<file path="src/rtl/spi_cmd_pkg.sv">
// Shared definitions for the SPI command responder.
// Contents:
//   OP_POLL    legacy single-status poll opcode (full byte)
//   OP_RD      channel read opcode (high nibble, low nibble = channel)
//   OP_WR      control write opcode (high nibble, low nibble = channel)
//   OP_STREAM  stream-all-channels opcode (full byte)
//   cmdState_e responder FSM states
package spi_cmd_pkg;

  localparam logic [7:0] OP_POLL   = 8'hFF;
  localparam logic [3:0] OP_RD     = 4'h1;
  localparam logic [3:0] OP_WR     = 4'h2;
  localparam logic [7:0] OP_STREAM = 8'h30;

  typedef enum logic [1:0] {
    IDLE    = 2'd0,
    WR_DATA = 2'd1,
    STREAM  = 2'd2
  } cmdState_e;

endpackage

</file>
<file path="src/rtl/spi_cs_sync.sv">
// Two-flop synchroniser for the raw SPI chip select, with single-cycle
// pulses on the synchronised rising (frame end) and falling (frame start)
// edges. Resets to the deasserted level (CS_n = 1) so that releasing reset
// with the bus idle does not look like an edge.
// Ports:
//   clk_i   in  1  clock
//   rst_ni  in  1  asynchronous active-low reset
//   cs_n_i  in  1  raw chip select, asynchronous
//   cs_n_o  out 1  synchronised chip select
//   rise_o  out 1  one-cycle pulse on synchronised 0->1
//   fall_o  out 1  one-cycle pulse on synchronised 1->0
module spi_cs_sync (
  input  logic clk_i,
  input  logic rst_ni,
  input  logic cs_n_i,
  output logic cs_n_o,
  output logic rise_o,
  output logic fall_o
);

  logic meta_q;
  logic sync_q;
  logic prev_q;

  // Synchroniser chain plus one delayed copy for edge detection.
  always_ff @(posedge clk_i or negedge rst_ni) begin
    if (!rst_ni) begin
      meta_q <= 1'b1;
      sync_q <= 1'b1;
      prev_q <= 1'b1;
    end else begin
      meta_q <= cs_n_i;
      sync_q <= meta_q;
      prev_q <= sync_q;
    end
  end

  assign cs_n_o = sync_q;
  assign rise_o = sync_q & ~prev_q;
  assign fall_o = ~sync_q & prev_q;

endmodule

</file>
<file path="src/rtl/spi_cmd_responder.sv">
// Command/response engine behind the byte-level SPI slave. Decodes master
// command bytes into status reads, control register writes and streaming
// reads, and loads one reply byte into the slave TX buffer for every
// accepted received byte, exactly one cycle after that byte's i_RX_DV.
// Ports:
//   i_Clk      in  1            clock (SPI slave clock domain)
//   i_Rst_L    in  1            asynchronous active-low reset
//   i_RX_DV    in  1            received byte valid pulse
//   i_RX_Byte  in  8            received byte
//   i_SPI_CS_n in  1            raw chip select (synchronised here)
//   i_Status   in  NUM_CH*ST_W  packed status channels, ch0 in LSBs
//   o_TX_DV    out 1            reply byte valid pulse
//   o_TX_Byte  out 8            reply byte
//   o_Ctrl     out NUM_CH*8     packed control registers, ch0 in LSBs
//   o_Ctrl_Wr  out NUM_CH       one-hot pulse when a control register updates
//   o_Cmd_Err  out 1            pulse on an illegal command
module spi_cmd_responder
  import spi_cmd_pkg::*;
#(
  parameter int         NUM_CH   = 4,
  parameter int         ST_W     = 2,
  parameter logic [7:0] CTRL_RST = 8'h00,
  parameter logic [7:0] ERR_BYTE = 8'hEE
) (
  input  logic                   i_Clk,
  input  logic                   i_Rst_L,
  input  logic                   i_RX_DV,
  input  logic [7:0]             i_RX_Byte,
  input  logic                   i_SPI_CS_n,
  input  logic [NUM_CH*ST_W-1:0] i_Status,
  output logic                   o_TX_DV,
  output logic [7:0]             o_TX_Byte,
  output logic [NUM_CH*8-1:0]    o_Ctrl,
  output logic [NUM_CH-1:0]      o_Ctrl_Wr,
  output logic                   o_Cmd_Err
);

  // Stream index must be able to hold NUM_CH itself (the terminator slot).
  localparam int IDX_W = (NUM_CH < 2) ? 1 : $clog2(NUM_CH + 1);

  cmdState_e             state_q,  state_d;
  logic [IDX_W-1:0]      idx_q,    idx_d;
  logic [3:0]            wrCh_q,   wrCh_d;
  logic                  txDv_q,   txDv_d;
  logic [7:0]            txByte_q, txByte_d;
  logic [NUM_CH*8-1:0]   ctrl_q,   ctrl_d;
  logic [NUM_CH-1:0]     ctrlWr_q, ctrlWr_d;
  logic                  cmdErr_q, cmdErr_d;

  logic csSync;
  logic csRise;
  logic csFall_unused;
  logic rxOk;
  logic chOk;

  spi_cs_sync u_cs_sync (
    .clk_i  (i_Clk),
    .rst_ni (i_Rst_L),
    .cs_n_i (i_SPI_CS_n),
    .cs_n_o (csSync),
    .rise_o (csRise),
    .fall_o (csFall_unused)
  );

  // Zero-extended status of one channel; out-of-range channels read as 0.
  function automatic logic [7:0] pickStatus(input logic [NUM_CH*ST_W-1:0] st, input int ch);
    logic [7:0] r;
    r = '0;
    for (int c = 0; c < NUM_CH; c++) begin
      if (c == ch) r[ST_W-1:0] = st[c*ST_W +: ST_W];
    end
    return r;
  endfunction

  function automatic logic [7:0] pickCtrl(input logic [NUM_CH*8-1:0] cr, input int ch);
    logic [7:0] r;
    r = '0;
    for (int c = 0; c < NUM_CH; c++) begin
      if (c == ch) r = cr[c*8 +: 8];
    end
    return r;
  endfunction

  // Bytes arriving while the synchronised CS is high belong to no frame.
  // A frame-end pulse only occurs with csSync high, so it also discards
  // any coincident byte.
  assign rxOk = i_RX_DV & ~csSync;
  assign chOk = int'(i_RX_Byte[3:0]) < NUM_CH;

  // Register bank and FSM state; every output is registered so a reply
  // appears exactly one cycle after the byte that produced it.
  always_ff @(posedge i_Clk or negedge i_Rst_L) begin
    if (!i_Rst_L) begin
      state_q  <= IDLE;
      idx_q    <= '0;
      wrCh_q   <= '0;
      txDv_q   <= 1'b0;
      txByte_q <= '0;
      ctrl_q   <= {NUM_CH{CTRL_RST}};
      ctrlWr_q <= '0;
      cmdErr_q <= 1'b0;
    end else begin
      state_q  <= state_d;
      idx_q    <= idx_d;
      wrCh_q   <= wrCh_d;
      txDv_q   <= txDv_d;
      txByte_q <= txByte_d;
      ctrl_q   <= ctrl_d;
      ctrlWr_q <= ctrlWr_d;
      cmdErr_q <= cmdErr_d;
    end
  end

  // Command decode, write and stream sequencing.
  always_comb begin
    state_d  = state_q;
    idx_d    = idx_q;
    wrCh_d   = wrCh_q;
    txDv_d   = 1'b0;
    txByte_d = txByte_q;
    ctrl_d   = ctrl_q;
    ctrlWr_d = '0;
    cmdErr_d = 1'b0;

    if (csRise) begin
      state_d = IDLE;
      idx_d   = '0;
      wrCh_d  = '0;
    end else if (rxOk) begin
      txDv_d = 1'b1;
      unique case (state_q)
        IDLE: begin
          if (i_RX_Byte == OP_POLL) begin
            txByte_d = pickStatus(i_Status, 0);
          end else if (i_RX_Byte[7:4] == OP_RD && chOk) begin
            txByte_d = pickStatus(i_Status, int'(i_RX_Byte[3:0]));
          end else if (i_RX_Byte[7:4] == OP_WR && chOk) begin
            txByte_d = pickCtrl(ctrl_q, int'(i_RX_Byte[3:0]));
            wrCh_d   = i_RX_Byte[3:0];
            state_d  = WR_DATA;
          end else if (i_RX_Byte == OP_STREAM) begin
            txByte_d = pickStatus(i_Status, 0);
            idx_d    = IDX_W'(1);
            state_d  = STREAM;
          end else begin
            txByte_d = ERR_BYTE;
            cmdErr_d = 1'b1;
          end
        end
        WR_DATA: begin
          for (int c = 0; c < NUM_CH; c++) begin
            if (c == int'(wrCh_q)) begin
              ctrl_d[c*8 +: 8] = i_RX_Byte;
              ctrlWr_d[c]      = 1'b1;
            end
          end
          txByte_d = i_RX_Byte;
          wrCh_d   = '0;
          state_d  = IDLE;
        end
        STREAM: begin
          if (int'(idx_q) >= NUM_CH) begin
            txByte_d = 8'h00;
            idx_d    = '0;
            state_d  = IDLE;
          end else begin
            txByte_d = pickStatus(i_Status, int'(idx_q));
            idx_d    = idx_q + IDX_W'(1);
          end
        end
        default: begin
          state_d = IDLE;
          idx_d   = '0;
        end
      endcase
    end
  end

  assign o_TX_DV   = txDv_q;
  assign o_TX_Byte = txByte_q;
  assign o_Ctrl    = ctrl_q;
  assign o_Ctrl_Wr = ctrlWr_q;
  assign o_Cmd_Err = cmdErr_q;

endmodule
</file>
<file path="config.mk">
export PLATFORM = sky130hd
export DESIGN_NAME = spi_cmd_responder
export DESIGN_NICKNAME = d
export VERILOG_FILES = /design/src/rtl/spi_cmd_pkg.sv /design/src/rtl/spi_cs_sync.sv /design/src/rtl/spi_cmd_responder.sv
export SDC_FILE = /design/constraint.sdc
export NUM_CORES = 1
export LEC_CHECK = 0
export ABC_CLOCK_PERIOD_IN_PS = 4400
export CELL_PAD_IN_SITES_DETAIL_PLACEMENT = 0
export CELL_PAD_IN_SITES_GLOBAL_PLACEMENT = 1
export CORE_MARGIN = 2
export CORE_UTILIZATION = 35
export CTS_CLUSTER_DIAMETER = 40
export DETAILED_ROUTE_END_ITERATION = 10
export GPL_TIMING_DRIVEN = 1
export PLACE_DENSITY_LB_ADDON = 0.3
export SLEW_MARGIN = 20
export SYNTH_ARGS = -nofsm -noshare
export SYNTH_HDL_FRONTEND = slang
export SYNTH_SLANG_ARGS = --single-unit
</file>
<file path="constraint.sdc">
create_clock -name i_Clk -period 4.4 [get_ports i_Clk]
set_input_delay 0.44 -clock i_Clk [delete_from_list [all_inputs] [get_ports i_Clk]]
set_output_delay 0.44 -clock i_Clk [all_outputs]
set_load 0.05 [all_outputs]
</file>
==> impl_metrics.py, run 1 <==
metrics = {
    "clock_network": {
        "cts.sinks": 58,
        "cts.repair.resized": 0,
        "cts_tree": "built",
        "cts.clk_slew.worst_paths_ps": 70,
        "clock_path_buffers": 2,
        "cts-buffers-inserted": 9,
        "post_cts_buffers": 0,
        "insertion_delay_ps": 340,
        "cts_root_buf": "clkbuf_8",
        "cts-hold-fix-buffers": 0,
        "htreeDepth": 3,
    },
    "detailed_routing": {
        "viasPerCell": 5.26,
        "postRouteAntennaNets": 0,
        "drt-initial-drc-count": 113,
        "wl_per_cell_um": 17.7,
        "drc": 0,
        "dr.pass1.iters": 4,
        "via_count": 2376,
        "wirelength_um": 8000,
    },
    "critical_path": {
        "path_max_fanout": 12,
        "worst-setup-path-type": "in2reg",
        "crit_path_start_kind": "input port",
        "arrival_ps": 2830,
        "end_kind": "register",
        "required_ps": 4620,
    },
    "synthesis": {
        "synthAdderAreaFrac_pct": 3.35,
        "synth_cell_types": 51,
        "async_flop_share_pct": 100,
        "ys_seq_area_share_pct": 48.7,
        "yosysWarningCount": 0,
        "synth_nets": 306,
        "synth_top_family_by_area": "simple AND/OR/NAND/NOR gates",
        "synth_edf_count": 0,
        "synth-xor-area-share_pct": 0,
        "synth-simple-area-share_pct": 15.8,
        "syn_inst": 278,
        "yosys-mux-area-fraction_pct": 15.1,
        "synth_compound_gate_area_share_pct": 12.7,
        "avgSynthCellArea_um2": 10.7,
        "ys_seq_elements": 58,
        "syn_area_um2": 2990,
        "synth-main-ff-cell": "dfrtp_1",
    },
    "sta": {
        "drv_slew": 0,
        "fin_setup_tns_ps": 0,
        "worst_slew_pin_slew_ps": 957,
        "worst_clock_skew_ps": 7.87,
        "slew_headroom_pct": 35.9,
        "layout_setup_ws_ps": 1790,
        "max_freq_ghz": 0.383,
        "hold-worst-slack_ps": 232,
        "rsz0062_at_grt": "no",
        "fin_crit_sh_pct": 59.3,
        "final-hold-violation-count": 0,
        "period_needed_ps": 2610,
        "finalSetupViolCount": 0,
    },
    "floorplan": {
        "rows": 33,
        "initial_core_util_pct": 36.2,
        "dieArea_um2": 9290,
        "core-area_um2": 8260,
        "die_width_um": 96.4,
        "ios": 66,
        "die_h_um": 96.4,
    },
    "global_route": {
        "grt_pass1_wl_um": 12700,
        "grt_max_degree": 59,
        "grt_remaining_overflow": 0,
        "track_usage_pct": 18.4,
        "antenna_found_initial": 0,
        "grt_pass1_vias": 2339,
    },
    "run": {
        "cap_violations": 0,
    },
    "outcome": {
        "status": "complete, no violations",
    },
    "layout": {
        "antenna_cells": 0,
        "syn_to_final_growth_pct": 31.5,
        "mostFrequentLayoutCell": "clkdlybuf4s50_1",
        "layout_common_cells": "64 x clkdlybuf4s50_1, 55 x dfrtp_1, 35 x nand2_1",
        "fin_nets": 370,
        "fin_util_pct": 47.5,
        "drive_above_1_share_pct": 17.9,
        "fillers": 806,
    },
    "power_and_ir_drop": {
        "power.density_nw_per_um2": 681,
        "p_leak_nw": 1.70,
        "vdd_ir_drop_max_uv": 343,
    },
    "place": {
        "dp_slack_ps": 1460,
        "port_buffers": 65,
        "place.gp.congestion": 0.748,
        "hpwlAfterDp_um": 5600,
    },
    "hold_path": {
        "hp-class": "in2async",
    },
}
## final timing paths
check	cells past startpoint	end	slack [ps]	from
setup / recovery	7	wrCh_q[1]	1790	i_RX_Byte[3]
hold / removal	2	o_Ctrl[25]	230	i_Rst_L
setup reg to reg	5	o_Ctrl[24]	1940	state_q[1]
hold reg to reg	0	u_cs_sync.cs_n_o	360	u_cs_sync.meta_q
max in group asynchronous	2	state_q[1]	3660	i_Rst_L
min in group i_Clk	0	u_cs_sync.cs_n_o	360	u_cs_sync.meta_q
## cells by family (layout without fill, tap and decap cells)
family          count (synthesis)  count (layout)
compound gates                 54              54
fa+ha+maj                       8               8
buf+inv                        32             101
flops                          58              58
mux                            35              35
simple gates                   91              91
## sequential cells by signal (all words and copies together), names as in the netlist
name,count
o_Ctrl,32
u_cs_sync.prev_q,1
state_q,2
o_TX_Byte,8
idx_q,3
o_Cmd_Err,1
u_cs_sync.meta_q,1
o_TX_DV,1
wrCh_q,4
u_cs_sync.cs_n_o,1
o_Ctrl_Wr,4
## worst max-delay path, stage by stage
cell	delay (ps)
clkdlybuf4s50_1	620
or4_1	610
nor3b_2	200
buf_4	200
mux2i_1	90
o21ai_1	310
mux2_2	370
## final cells by class
cell class | instances | area, um^2 | share of cell area, %
Sequential cell | 58 | 1460 | 37.1
Multi-Input combinational cell | 188 | 1400 | 35.7
Timing Repair Buffer | 69 | 676 | 17.2
Clock buffer | 10 | 138 | 3.51
Tap cell | 105 | 131 | 3.35
Clock inverter | 6 | 65.1 | 1.66
Inverter | 16 | 60.1 | 1.53
## per-stage QoR
stage / power (mW) / area (um^2) / instances
floorplan: 1.71 / 2990 / 278
global placement: 2.17 / 3720 / 436
global route: 2.81 / 3930 / 452
CTS: 2.70 / 3930 / 452
detailed placement: 2.18 / 3720 / 436
finish: 2.68 / 3930 / 452
## synth_stat cells, types with 2 or more instances
cell type	count	area share, %
a211oi_1	3	0.75
a21oi_1	12	2.0
a22oi_1	12	3.0
a32oi_1	5	1.5
buf_2	2	0.34
clkbuf_1	12	1.5
dfrtp_1	55	46
dfstp_2	3	2.6
ha_1	8	3.4
inv_1	15	1.9
mux2_2	26	9.8
mux2i_1	3	1.0
mux4_2	5	3.8
nand2_1	35	4.4
nand2b_1	2	0.42
nand3_1	5	0.84
nand4_1	6	1.3
nor2_1	20	2.5
nor2b_1	4	0.84
nor3_1	3	0.50
nor3b_1	2	0.50
nor3b_2	2	0.84
o211a_1	2	0.67
o211ai_1	6	1.5
o21ai_0	4	0.67
## routing by layer
layer,global-route usage (%),routed length [um],vias up
met2,27.3,3590,72
met1,26.5,3840,1171
met5,0,0,-
met3,4.50,506,8
li1,-,-,1125
met4,5.99,66,0
## power by group
part           leakage, nW  internal [mW]  switching (mW)
clock                0.103          0.277           0.229
sequential           0.736          0.707           0.141
combinational        0.861          0.468           0.853
total                 1.70           1.45            1.22
No activity file was read; power rests on OpenSTA's default activity.
==> inputs of run 2 (changes only) <==
Settings changed: ABC_CLOCK_PERIOD_IN_PS 4400 to 2300.
Clock period 4.4 ns to 2.3 ns, I/O delays scaled along.
==> run 2 against run 1 <==
Net effect:
- flip-flop and latch count is the same
- via count up 5.3%
- utilization increased by 2.4 points
- cell count rose by 5.8%
- critical endpoint is now state_q[1]
- largest power group unchanged
==> impl_metrics.py, run 2 (synthesized netlist as in run 1, its figures left out) <==
metrics = {
    "layout": {
        "largest_reg_flops": 32,
        "seqCellArea_um2": 1460,
        "layout_common_cells": "64 x clkdlybuf4s50_1, 55 x dfrtp_1, 35 x nand2_1",
        "drive_above_1_share_pct": 23.1,
        "fin_nets": 396,
        "fin_cells": 478,
        "fillers": 768,
        "mostFrequentLayoutCell": "clkdlybuf4s50_1",
        "antenna_cells": 0,
        "multi_input_area_um2": 1400,
        "syn_to_final_growth_pct": 38.2,
    },
    "place": {
        "place.gp.congestion": 0.826,
        "dp_slack_ps": -58.6,
        "dp.cells": 461,
        "hpwlAfterDp_um": 5910,
        "port_buffers": 65,
    },
    "critical_path": {
        "arrival_ps": 2310,
        "required_ps": 2520,
        "worst-setup-path-type": "in2reg",
        "path_max_fanout": 4,
        "critPathLaunch": "i_RX_Byte[3]",
        "end_kind": "register",
        "regToRegStartpoint": "state_q[1]",
        "crit_path_start_kind": "input port",
    },
    "detailed_routing": {
        "via_count": 2502,
        "wl_per_cell_um": 16.9,
        "drc": 0,
        "viasPerCell": 5.23,
        "dr.pass1.iters": 4,
        "postRouteAntennaNets": 0,
        "wirelength_um": 8070,
        "drt-initial-drc-count": 132,
    },
    "clock_network": {
        "clock_path_buffers": 2,
        "insertion_delay_ps": 340,
        "cts.clk_slew.worst_paths_ps": 70,
        "cts.sinks": 58,
        "cts.repair.resized": 0,
        "post_cts_buffers": 0,
        "cts-buffers-inserted": 9,
        "cts_tree": "built",
        "cts-hold-fix-buffers": 1,
        "cts_root_buf": "clkbuf_8",
        "htreeDepth": 3,
    },
    "sta": {
        "fin_crit_sh_pct": 91.0,
        "worst_clock_skew_ps": 8.10,
        "worst_slew_pin_slew_ps": 591,
        "finalSetupViolCount": 0,
        "layout_setup_ws_ps": 206,
        "final-hold-violation-count": 0,
        "rsz0062_at_grt": "no",
        "max_freq_ghz": 0.478,
        "period_needed_ps": 2090,
        "drv_slew": 0,
        "slew_headroom_pct": 60.5,
        "fin_setup_tns_ps": 0,
    },
    "floorplan": {
        "rows": 33,
        "dieArea_um2": 9290,
        "die_width_um": 96.4,
        "core-area_um2": 8260,
        "ios": 66,
        "die_h_um": 96.4,
        "initial_core_util_pct": 36.2,
    },
    "global_route": {
        "grt_pass1_vias": 2516,
        "grt_remaining_overflow": 0,
        "track_usage_pct": 18.7,
        "antenna_found_initial": 0,
        "grt_max_degree": 37,
        "grt_pass1_wl_um": 12900,
    },
    "hold_path": {
        "hold_path.startpoint": "i_SPI_CS_n",
        "hp-class": "in2reg",
    },
    "outcome": {
        "status": "complete, no violations",
    },
    "run": {
        "cap_violations": 0,
    },
    "power_and_ir_drop": {
        "p_leak_nw": 1.81,
        "fin_total_pwr_mw": 5.13,
        "power.density_nw_per_um2": 1240,
        "vdd_ir_drop_max_uv": 850,
    },
}
-- run 2: metal layers --
layer	track usage (%)	vias up	share of wire [%]
met1	26.4	1216	48
li1	-	1179	-
met4	5.87	0	1.6
met3	5.97	15	6.2
met2	27.5	92	45
met5	0	-	0
-- run 2: area by class of cell --
| type | instances | area share [%] |
|---|---|---|
| Tap cell | 105 | 3.18 |
| Sequential cell | 58 | 35.3 |
| Inverter | 16 | 1.45 |
| Clock inverter | 6 | 1.61 |
| Clock buffer | 10 | 3.09 |
| Multi-Input combinational cell | 188 | 33.9 |
| Timing Repair Buffer | 95 | 21.5 |
-- run 2: through the flow --
step / cell area [um^2] / hold WS [ps] / util (%)
floorplan: 2990 / -65.6 / -
global placement: 3920 / 248 / 47.5
detailed placement: 3920 / 256 / 47.5
CTS: 4130 / 280 / 50.0
global route: 4130 / 273 / 50.0
finish: 4130 / 289 / 50.0
-- run 2: worst paths after layout --
kind	endpoint	slack [ps]	cells after the start
worst max-delay path	state_q[1]	210	7
worst min-delay path	u_cs_sync.meta_q	290	1
worst max register to register	o_Ctrl[4]	450	6
worst min register to register	u_cs_sync.cs_n_o	360	0
max in group asynchronous	o_Ctrl[7]	1320	3
min in group asynchronous	o_Ctrl[0]	400	2
-- run 2: power breakdown --
part / internal [mW] / leakage [nW] / switching [mW]
logic: 0.939 / 0.990 / 1.63
registers: 1.35 / 0.736 / 0.271
clock network: 0.501 / 0.0889 / 0.435
total: 2.79 / 1.81 / 2.34
-- run 2: worst max-delay path, cell delays in order --
cell and delay [ps]:
clkdlybuf4s50_1 510, or4_1 560, nor3b_2 280, buf_4 180, o21ai_0 120, a211oi_1 340, a211oi_1 90
==> inputs of run 3 (changes only) <==
Settings changed: ABC_CLOCK_PERIOD_IN_PS 2300 to default.
==> results of run 3 <==
Same layout as run 2: the final DEF is identical, and so are final timing and power.
